===== config.mk =====
export PLATFORM = sky130hd
export DESIGN_NAME = fir_stream_source
export DESIGN_NICKNAME = d
export VERILOG_FILES = /design/src/rtl/fir_stream_source.sv
export SDC_FILE = /design/constraint.sdc
export NUM_CORES = 1
export LEC_CHECK = 0
export BUFFER_PORTS_ARGS = -buffer_cell sky130_fd_sc_hd__buf_2
export CELL_PAD_IN_SITES_DETAIL_PLACEMENT = 1
export CELL_PAD_IN_SITES_GLOBAL_PLACEMENT = 2
export CORE_MARGIN = 4
export CORE_UTILIZATION = 48
export DETAILED_ROUTE_END_ITERATION = 8
export GPL_ROUTABILITY_DRIVEN = 0
export MAX_ROUTING_LAYER = met4
export PLACE_DENSITY = 0.75
export RECOVER_POWER = 50
export SLEW_MARGIN = 25
export SYNTH_ARGS = -nofsm -noshare
export SYNTH_HDL_FRONTEND = slang
export SYNTH_SLANG_ARGS = --single-unit
export TNS_END_PERCENT = 5

===== constraint.sdc =====
create_clock -name clk -period 5.35 [get_ports clk]
set_input_delay 1.07 -clock clk [delete_from_list [all_inputs] [get_ports clk]]
set_output_delay 1.07 -clock clk [all_outputs]
set_load 0.1 [all_outputs]

===== src/rtl/fir_stream_source.sv =====
// ============================================================================
// fir_stream_source : FIFO-buffered AXI-Stream sample source for the FIR,
//                     framed with tlast every FRAME_LEN beats or on flush.
// Optional feature  : FIR_SRC_OVERFLOW_EN (sticky overflow detection)
// Revision          : 1.0
// ============================================================================
`default_nettype none

module fir_stream_source #(
  parameter int DATA_WIDTH = 16,
  parameter int FIFO_DEPTH = 16,
  parameter int FRAME_LEN  = 64
) (
  input  logic                  clk,
  input  logic                  reset_n,
  input  logic [DATA_WIDTH-1:0] wr_data,
  input  logic                  wr_en,
  output logic                  full,
  input  logic                  flush,
  output logic [DATA_WIDTH-1:0] m_axis_fir_tdata,
  output logic                  m_axis_fir_tvalid,
  input  logic                  m_axis_fir_tready,
  output logic                  m_axis_fir_tlast,
  output logic                  overflow
);

  localparam int c_AW = $clog2(FIFO_DEPTH);
  localparam int c_CW = $clog2(FRAME_LEN);
  localparam logic [c_CW-1:0] c_LAST_POS = c_CW'(FRAME_LEN - 1);
  localparam logic [c_AW:0]   c_ONE      = (c_AW + 1)'(1);

  typedef enum logic [0:0] {
    S_IDLE = 1'b0,
    S_SEND = 1'b1
  } state_t;

  state_t                r_state;
  state_t                w_state_nxt;
  logic [DATA_WIDTH-1:0] r_mem [FIFO_DEPTH];
  logic [c_AW:0]         r_wr_ptr;
  logic [c_AW:0]         r_rd_ptr;
  logic [c_AW:0]         w_count;
  logic                  w_full;
  logic                  w_empty;
  logic                  w_wr_acc;
  logic                  w_xfer;
  logic                  w_load;
  logic [DATA_WIDTH-1:0] r_data;
  logic                  r_last;
  logic [c_CW-1:0]       r_beat_cnt;
  logic [c_CW-1:0]       w_next_pos;
  logic                  w_nat_last;
  logic                  w_flush_last;
  logic                  w_load_last;
  logic                  r_flush_pending;

  assign w_count  = r_wr_ptr - r_rd_ptr;
  assign w_empty  = (r_wr_ptr == r_rd_ptr);
  assign w_full   = (r_wr_ptr[c_AW] != r_rd_ptr[c_AW]) &&
                    (r_wr_ptr[c_AW-1:0] == r_rd_ptr[c_AW-1:0]);
  assign w_wr_acc = wr_en && !w_full;
  assign w_xfer   = (r_state == S_SEND) && m_axis_fir_tready;

  always_ff @(posedge clk or negedge reset_n) begin
    if (!reset_n) r_state <= S_IDLE;
    else          r_state <= w_state_nxt;
  end

  always_comb begin
    w_state_nxt = r_state;
    w_load      = 1'b0;
    case (r_state)
      S_IDLE: begin
        if (!w_empty) begin
          w_state_nxt = S_SEND;
          w_load      = 1'b1;
        end
      end
      S_SEND: begin
        if (w_xfer) begin
          if (w_empty) w_state_nxt = S_IDLE;
          else         w_load      = 1'b1;
        end
      end
      default: w_state_nxt = S_IDLE;
    endcase
  end

  // Frame position of the beat being loaded: a beat leaving this cycle
  // has already advanced (or closed) the frame.
  assign w_next_pos   = w_xfer ? (r_last ? '0 : r_beat_cnt + c_CW'(1)) : r_beat_cnt;
  assign w_nat_last   = (w_next_pos == c_LAST_POS);
  assign w_flush_last = r_flush_pending && (w_count == c_ONE) && !w_wr_acc;
  assign w_load_last  = w_nat_last || w_flush_last;

  always_ff @(posedge clk) begin
    if (w_wr_acc) r_mem[r_wr_ptr[c_AW-1:0]] <= wr_data;
  end

  always_ff @(posedge clk or negedge reset_n) begin
    if (!reset_n) begin
      r_wr_ptr <= '0;
      r_rd_ptr <= '0;
    end else begin
      if (w_wr_acc) r_wr_ptr <= r_wr_ptr + c_ONE;
      if (w_load)   r_rd_ptr <= r_rd_ptr + c_ONE;
    end
  end

  always_ff @(posedge clk or negedge reset_n) begin
    if (!reset_n) begin
      r_data <= '0;
      r_last <= 1'b0;
    end else if (w_load) begin
      r_data <= r_mem[r_rd_ptr[c_AW-1:0]];
      r_last <= w_load_last;
    end
  end

  always_ff @(posedge clk or negedge reset_n) begin
    if (!reset_n) begin
      r_beat_cnt <= '0;
    end else if (w_xfer) begin
      r_beat_cnt <= r_last ? '0 : r_beat_cnt + c_CW'(1);
    end
  end

  // A flush arriving while nothing is buffered has no frame to close.
  always_ff @(posedge clk or negedge reset_n) begin
    if (!reset_n) begin
      r_flush_pending <= 1'b0;
    end else if (w_load && w_load_last) begin
      r_flush_pending <= 1'b0;
    end else if (flush && !(w_empty && (r_state == S_IDLE))) begin
      r_flush_pending <= 1'b1;
    end
  end

`ifdef FIR_SRC_OVERFLOW_EN
  logic r_overflow;

  always_ff @(posedge clk or negedge reset_n) begin
    if (!reset_n)              r_overflow <= 1'b0;
    else if (wr_en && w_full)  r_overflow <= 1'b1;
  end

  assign overflow = r_overflow;
`else
  assign overflow = 1'b0;
`endif

  assign full              = w_full;
  assign m_axis_fir_tvalid = (r_state == S_SEND);
  assign m_axis_fir_tdata  = r_data;
  assign m_axis_fir_tlast  = r_last;

endmodule

`default_nettype wire


==> results of run 1 <==
through the flow:
stage | hold WS (ns) | utilization | cells
after floorplan | 0.4655 | - | 592
final | 0.4878 | 0.5517 | 988
after global placement | 0.4802 | 0.5112 | 933
after detailed placement | 0.4817 | 0.5124 | 934
after CTS | 0.4944 | 0.5528 | 988
after global routing | 0.5183 | 0.5517 | 988
cell families (layout without fill, tap and decap cells):
logic type	after synthesis	after routing	share of synthesized area
and+or+nand+nor	126	126	0.04841
other	1	1	0.0003298
adders and majority gates	11	11	0.01276
xor gates and xnor gates	15	15	0.01155
buffers and inverters	36	113	0.01573
muxes	65	65	0.1277
AOI/OAI and AO/OA	47	47	0.03048
DFF	291	291	0.7530
power by group:
part / leakage (nW) / switching, mW / internal [mW]
combinational: 1.13 / 1.74 / 0.904
sequential: 2.72 / 0.198 / 2.81
clock: 0.469 / 0.827 / 1.15
total: 4.31 / 2.76 / 4.86
sequential cells by signal, indices dropped and copies added, names as in the netlist:
signal / count
r_flush_pending: 1
m_axis_fir_tvalid: 1
r_wr_ptr: 5
r_beat_cnt: 6
m_axis_fir_tdata: 16
r_rd_ptr: 5
r_mem: 256
m_axis_fir_tlast: 1
placed cells by master, fill, tap and decap left out, types with 5 or more instances in the layout:
master and n:
nor2_1 25, clkbuf_8 7, nand2_1 59, xor2_1 5
buf_2 19, clkbuf_1 28, ha_1 10, mux4_2 64
nor2_2 11, a222oi_1 16, clkinv_2 7, edfxtp_1 256
nand3_1 5, a21oi_1 17, inv_1 6, xnor2_1 10
clkbuf_16 29, dfrtp_1 33, buf_4 11
routing by layer:
metal,track usage,wire [µm],vias up
met5,-,0,-
met4,0.04306,439,0
met3,0.04720,1538,29
met2,0.3303,12770,155
met1,0.2884,11420,3025
li1,-,-,2479
cell type report:
class,count,area share
Sequential cell,291,0.6636
Inverter,8,0.002326
Multi-Input combinational cell,265,0.2083
Clock inverter,10,0.007171
Clock buffer,44,0.06599
Tap cell,319,0.03091
Timing Repair Buffer,51,0.02171
worst max-delay path by stage:
stage / end / slack [ns]
global placement: r_mem[11][0] / 1.95
finish: full / 1.38
detailed placement: r_mem[11][14] / 1.85
floorplan: r_mem[3][0] / 1.11
CTS: full / 1.34
global route: full / 1.13
==> results.cfg, run 1 <==
[power]
powerDensity_nw_per_um2 = 590.5
total_power_mw = 7.624
ir_drop_mv = 0.3572
leakage_nw = 4.313

[logic_synthesis]
synthArstFlopShare = 0.1203
avgSynthCellArea_um2 = 19.21
synth_edf_count = 256
synth_commonest_cells = edfxtp_1 (256), mux4_2 (64), nand2_1 (59)
yosys.area.top_type = edfxtp_1
synthesis.nets = 624
synth_seq_area_share = 0.7530
ys_types = 41
synth_area_um2 = 11370
synth_seq_cells = 291
synth_top_area_frac = 0.6760
yosys_warnings = 0
syn-instance-count = 592
synth.most_common_cell = edfxtp_1
netlist_top_cells_area = edfxtp_1 (68%), mux4_2 (13%), dfrtp_1 (7.7%)
synthFlopType = edfxtp_1

[die]
die_h_um = 161.9
start_util = 0.4859
fp.coreArea_um2 = 23400
die_area_um2 = 26220
row_count = 56
fp.dieW_um = 161.9
num_io_pins = 41

[drt]
drtPass1Iterations = 6
ant_nets = 0
wl_per_cell_um = 26.48
drc = 0
dr.first_iter.drc_count = 609
routed_via_density = 5.757
dr_total_vias = 5688
totalWireLength_um = 26160

[global_route]
grt_usage = 0.2097
grt_pass1_vias = 6013
antenna_found_initial = 0
grt_remaining_overflow = 0
grt_max_degree = 68
grt_pass1_wl_um = 39220

[sta]
fin_crit_ns = 3.974
fin_crit_sh = 0.7428
rsz0062_at_grt = no
slew_viol_final = 36
fmax_mhz = 251.6
setup_tns_ns = 0
worst_slack_ns = 1.376
worst_slew_margin_rel = -0.4850
final_hold_viol_count = 0
finalSetupViolations = 0
worstMarginPinSlew_ns = 2.228
fin_skew_ns = 0.02621

[worst_setup_path]
reg2reg_slack_ns = 1.85
reg2reg_to = r_mem[11][14]
crit_cells = 5
cp-start-kind = flop
cp_data_arrival_time_ns = 2.90
required_ns = 4.28
crit_chain = clkinv_1 > ha_1 > and4_1 > nor2b_1 > buf_2
r2r_cells = 8
crit_start = r_rd_ptr[2]
reg2reg_from = r_rd_ptr[2]
critPathMaxFanout = 20
end_kind = primary output
max_stage_delay_ns = 0.77
crit_type = reg -> out
cpLargestDelayFamily = flip-flops
cpMaxStageDelayCell = dfrtp_1
timing.critical_path.buf_inv = 2

[layout]
num_antenna_cells = 0
fillers = 2111
regArea_um2 = 8568
stdcell_area_um2 = 12910
area_growth_pct = 13.53
fin_nets = 678
drive_above_1_share = 0.2407
multiInputGateArea_um2 = 2689

[clocking]
cts_root_buf = clkbuf_16
clkLatencyLatePin_ns = 0.56
cts_resized = 0
cts_tree = done
cts_hold_buf = 0
cts_max_level = 1
cts_setup_buffers = 0
clk_pin_slew_ns = 0.06
cts_inserted_buffers = 29
clockBufferDepth = 3
clkSinkCount = 291

[hold_path]
hold_end = r_rd_ptr[3]
min-delay-start = r_rd_ptr[3]
hold_depth = 1
worstHoldPathType = reg -> reg

[place]
placed_area_um2 = 11990
dpl.hpwl_um = 16350
dpl_worst_slack_ns = 1.847
port_buffers = 39

[job]
max-cap-violations = 1

[status]
violations = capacitance limit, slew limit
status = complete, but fails checks
Power figures use the tool's default switching activity.
==> run 2: changes to the inputs <==
- clock period: 5.35 -> 4.1 ns (I/O delays scaled with it)
==> run 2 against run 1 <==
The run still ends with capacitance limit, slew limit left. Hold slack gained 0.0012 ns. Highest routed layer unchanged. Global-route usage is 0.31 points higher. Largest cell class unchanged. Combinational power increased by 28%. Clock skew is 0.014 ns lower. Register-to-register slack got worse by 0.79 ns. Wire length up 0.33%.
==> results.cfg, run 2 (synthesized netlist as in run 1, its figures left out) <==
[clocking]
clkSinkCount = 291
clkLatencyLatePin_ns = 0.55
cts_setup_buffers = 0
clockBufferDepth = 3
cts_max_level = 1
cts_root_buf = clkbuf_16
clk_pin_slew_ns = 0.06
cts_hold_buf = 0
cts_resized = 0
cts_inserted_buffers = 30
cts_tree = done

[sta]
holdWs_ns = 0.4891
finalSetupViolations = 0
rsz0062_at_grt = no
worstMarginPinSlew_ns = 2.259
fmax_mhz = 306.4
setup_tns_ns = 0
fin_skew_ns = 0.01196
fin_crit_sh = 0.7959
worst_slew_margin_rel = -0.5063
slew_viol_final = 36
final_hold_viol_count = 0
fin_crit_ns = 3.263

[die]
fp.coreArea_um2 = 23400
row_count = 56
die_area_um2 = 26220
start_util = 0.4859
num_io_pins = 41
fp.dieW_um = 161.9
die_h_um = 161.9

[power]
p_int_mw = 6.444
total_power_mw = 9.974
sw_frac_of_total = 0.3539
p_seq_frac = 0.396
ir_drop_mv = 0.5917
combPwrFrac = 0.339
p_switching_mw = 3.530
leakage_nw = 4.444
powerDensity_nw_per_um2 = 760.4
clkPwrFrac = 0.265

[drt]
drc = 0
drtPass1Iterations = 5
totalWireLength_um = 26250
dr_total_vias = 5854
wl_per_cell_um = 25.94
ant_nets = 0
routed_via_density = 5.785
dr.first_iter.drc_count = 510

[worst_setup_path]
reg2reg_to = r_mem[9][7]
reg2reg_from = r_rd_ptr[3]
required_ns = 3.28
end_kind = primary output
crit_type = reg -> out
reg2reg_slack_ns = 1.06
cp-start-kind = flop
cpMaxStageDelayCell = dfrtp_4
crit_start = r_rd_ptr[0]
critPathMaxFanout = 23
max_stage_delay_ns = 0.66
cp_data_arrival_time_ns = 2.44
crit_chain = ha_1 > and4_1 > nor2b_1 > buf_12
cp-endpoint = full
r2r_cells = 9

[hold_path]
hold_depth = 1
worstHoldPathType = reg -> reg

[layout]
fin_nets = 702
fillers = 2117
stdcell_area_um2 = 13120
drive_above_1_share = 0.2655
multiInputGateArea_um2 = 2689
num_antenna_cells = 0
mostFrequentLayoutCells = edfxtp_1 (256), mux4_2 (64), nand2_1 (59)
largest_reg_flops = 256
mostFrequentLayoutCell = edfxtp_1
regArea_um2 = 8568
area_growth_pct = 15.34

[status]
violations = capacitance limit, slew limit
status = complete, but fails checks

[place]
placed_area_um2 = 12160
dpl.hpwl_um = 16040
port_buffers = 39

[global_route]
grt_pass1_vias = 6312
grt_remaining_overflow = 0
grt_max_degree = 68
grt_pass1_wl_um = 40210
grt_usage = 0.2128
antenna_found_initial = 0

[job]
max-cap-violations = 1
[run 2: per-stage QoR]
stage            util  cells  worst slack (ns)
2_1_floorplan       -    592           -0.1197
3_3_place_gp   0.5196    957            0.8665
3_5_place_dp   0.5196    957            0.8830
4_1_cts        0.5613   1012            0.7990
5_1_grt        0.5605   1012            0.7168
6_report       0.5605   1012            0.8367
[run 2: how the worst min path moves through the flow]
stage | startpoint | end
2_1_floorplan | r_rd_ptr[4] | r_rd_ptr[4]
3_3_place_gp | r_wr_ptr[4] | r_wr_ptr[4]
3_5_place_dp | r_rd_ptr[3] | r_rd_ptr[3]
4_1_cts | reset_n | m_axis_fir_tdata[9]
5_1_grt | r_rd_ptr[3] | r_rd_ptr[3]
6_report | r_rd_ptr[3] | r_rd_ptr[3]
[run 2: critical path, delay by kind of cell, from the launching register on]
kind	cells	cell delay (ns)
flip-flops	1	0.66
AND/OR/NAND/NOR	2	0.62
adder cells (fa/ha/maj)	1	0.38
buffers and inverters	1	0.22
[run 2: final cells by class]
type	count	share of cell area
repair buffers	74	0.03453
multi-input cells	265	0.2050
clock buffers	41	0.06506
clock inverters	14	0.009444
inverters	8	0.002289
well taps	319	0.03043
flip-flops and latches	291	0.6532
[run 2: per-layer routing]
layer  share of wire  track usage
met1            0.43       0.3043
met2            0.50       0.3349
met3           0.051      0.02715
met4           0.020      0.05152
met5               0            -
[run 2: power by group through the flow]
stage / combinational, mW / clock [mW] / sequential [mW]
CTS: 3.42 / 2.70 / 3.96
global route: 3.63 / 2.85 / 4.00
detailed placement: 3.40 / 0 / 4.02
floorplan: 1.97 / 0 / 4.48
finish: 3.38 / 2.65 / 3.95
global placement: 3.32 / 0 / 3.99
==> run 3: changes to the inputs <==
- ABC_AREA: default -> 1
- CORE_UTILIZATION: 48 -> 43
- clock period: 4.1 -> 3.42 ns (I/O delays scaled with it)
==> run 3 against run 2 <==
Clock skew rose by 0.0035 ns. Count of clock-buffer cells in the layout rose by 3. Non-clock buffer count fell by 4. Wire length rose by 21%. Sequential share of layout area fell by 2.0 points. Critical path depth rose by 1. Critical endpoint unchanged. Hold slack got worse by 0.046 ns. The flow still finishes with violations (capacitance limit, slew limit). Clock power rose by 34%. Sequential cell count did not move. Area after synthesis rose by 3.5%. Die area rose by 15%. Combinational power rose by 43%.
==> results.cfg, run 3 <==
[job]
max-cap-violations = 1

[worst_setup_path]
critPathMaxFanout = 5
cpLargestDelayFamily = simple AND/OR/NAND/NOR gates
required_ns = 2.74
end_kind = primary output
max_stage_delay_ns = 0.43
crit_cells = 5
timing.critical_path.buf_inv = 2
crit_type = reg -> out
cpMaxStageDelayCell = dfrtp_1
cp-start-kind = flop
crit_chain = inv_1 > ha_1 > nand4_1 > nor2_1 > buf_12
cp_data_arrival_time_ns = 2.10
r2r_cells = 8

[drt]
dr_total_vias = 7572
dr.first_iter.drc_count = 691
met3_wirelength_um = 1406
wl_met2_um = 15250
wl_per_cell_um = 23.16
drc = 0
routed_via_density = 5.511
totalWireLength_um = 31820
m1WireLength_um = 14670
ant_nets = 0
drtPass1Iterations = 6
highest_layer = met4

[die]
start_util = 0.4366
fp.dieW_um = 173.4
die_area_um2 = 30080
fp.coreArea_um2 = 26950
die_h_um = 173.4
row_count = 60
num_io_pins = 41

[sta]
fin_crit_sh = 0.8137
final_hold_viol_count = 0
worst_slew_margin_rel = -0.001195
finalSetupViolations = 0
fmax_mhz = 359.4
holdWs_ns = 0.4434
fin_skew_ns = 0.01545
fin_crit_ns = 2.783
rsz0062_at_grt = no
setup_tns_ns = 0
worst_slack_ns = 0.6372
worstMarginPinSlew_ns = 1.502
slew_viol_final = 26

[layout]
stdcell_area_um2 = 13530
num_antenna_cells = 0
drive_above_1_share = 0.1229
largest_reg_flops = 256
fin_nets = 1040
area_growth_pct = 14.95
mostFrequentLayoutCells = edfxtp_1 (256), nor2_1 (224), o21ai_0 (124)
mostFrequentLayoutCell = edfxtp_1

[power]
p_seq_frac = 0.355
p_int_mw = 7.844
combPwrFrac = 0.372
powerDensity_nw_per_um2 = 962.5
ir_drop_mv = 0.5236
sw_frac_of_total = 0.3975
leakage_nw = 4.750
p_switching_mw = 5.176
clkPwrFrac = 0.273

[status]
violations = capacitance limit, slew limit
status = complete, but fails checks

[global_route]
grt_pass1_vias = 7769
antenna_found_initial = 0
grt_usage = 0.2164
grt_pass1_wl_um = 48710
grt_max_degree = 76
grt_remaining_overflow = 0

[place]
dpl_worst_slack_ns = 0.7823
placed_area_um2 = 12470
port_buffers = 39
dpl.hpwl_um = 18010

[clocking]
cts_resized = 0
cts_setup_buffers = 0
clkSinkCount = 291
clk_pin_slew_ns = 0.06
cts_root_buf = clkbuf_16
clkLatencyLatePin_ns = 0.56
cts_tree = done
cts_inserted_buffers = 31
cts_max_level = 1
cts_hold_buf = 0
clockBufferDepth = 3

[logic_synthesis]
avgSynthCellArea_um2 = 12.30
synth_seq_cells = 291
synth_xor_area_frac = 0.009569
synth_commonest_cells = edfxtp_1 (256), nor2_1 (237), o21ai_0 (124)
yosys_warnings = 0
yosys.area.top_type = edfxtp_1
ys_types = 35
synth_edf_count = 256
synth-compound-area-share = 0.09633
synthesis.nets = 989
synth_top_family_by_area = simple AND/OR/NAND/NOR gates
synth.most_common_cell = edfxtp_1
synth_seq_area_share = 0.7277
yosys.area_share.simple = 0.1211
synthMuxAreaShare = 0
synthArstFlopShare = 0.1203
syn-instance-count = 957
synth_fa_ha_area_frac = 0.01233
synth_area_um2 = 11770
synth_top_area_frac = 0.6533
netlist_top_cells_area = edfxtp_1 (65%), nor2_1 (7.6%), dfrtp_1 (7.4%)
synthFlopType = edfxtp_1

[hold_path]
hold_depth = 3
worstHoldPathType = in -> reg
## run 3: cell types whose count changed after synthesis, sizes merged, moves of 6 or more
cell	delta
mux4	-64
nand3	+20
a21oi	-13
o211ai	+6
a222oi	-16
inv	+18
o22ai	+56
nor2	+205
nand2	+23
xnor2	-6
buf	+26
o21ai	+135
## run 3: final cells by class
type / instances / area [µm²]
multi-input combinational: 588 / 2850
tap: 341 / 426.7
inverter: 26 / 101.3
clock buffer: 44 / 864.6
timing repair buffer: 70 / 493.0
fill: 2802 / 13420
sequential: 291 / 8568
clock inverter: 14 / 222.7
## run 3: through the flow
step                        util  cells  power, mW
final                     0.5019   1374      13.02
after CTS                 0.5031   1374      13.19
after global placement    0.4628   1316      9.533
after global routing      0.5019   1374      13.82
after floorplan                -    957      8.144
after detailed placement  0.4628   1316      9.593
## run 3: worst min-delay path: cells and delay by family
| kind | cells | cell delay (ns) |
|---|---|---|
| compound gates | 2 | 0.18 |
| buf+inv | 1 | 0.08 |
## run 3: kinds of logic after synthesis
logic type	count (synthesis)
compound gates	208
flops	291
xor+xnor	12
fa+ha+maj	11
buf+inv	78
other cells	1
simple gates	356
## run 3: per-layer routing
metal,track usage,vias to the layer above
met4,0.03691,0
met1,0.3008,3850
met5,-,-
li1,-,3510
met3,0.03184,38
met2,0.3481,174
## run 3: power groups by stage
stage	clock (mW)	combinational, mW	sequential, mW
floorplan	0	2.73	5.41
global placement	0	4.85	4.68
detailed placement	0	4.90	4.70
CTS	3.63	4.92	4.63
global route	3.80	5.35	4.68
finish	3.56	4.84	4.62
## run 3: final timing paths
path,startpoint,end,slack (ns)
worst max register to register,r_wr_ptr[0],r_mem[1][13],0.79
worst min register to register,m_axis_fir_tdata[15],m_axis_fir_tdata[15],0.51
worst max-delay path,r_wr_ptr[0],full,0.64
min in group asynchronous,reset_n,r_beat_cnt[1],0.49
max in group asynchronous,reset_n,m_axis_fir_tdata[14],1.40
worst min-delay path,flush,r_flush_pending,0.44
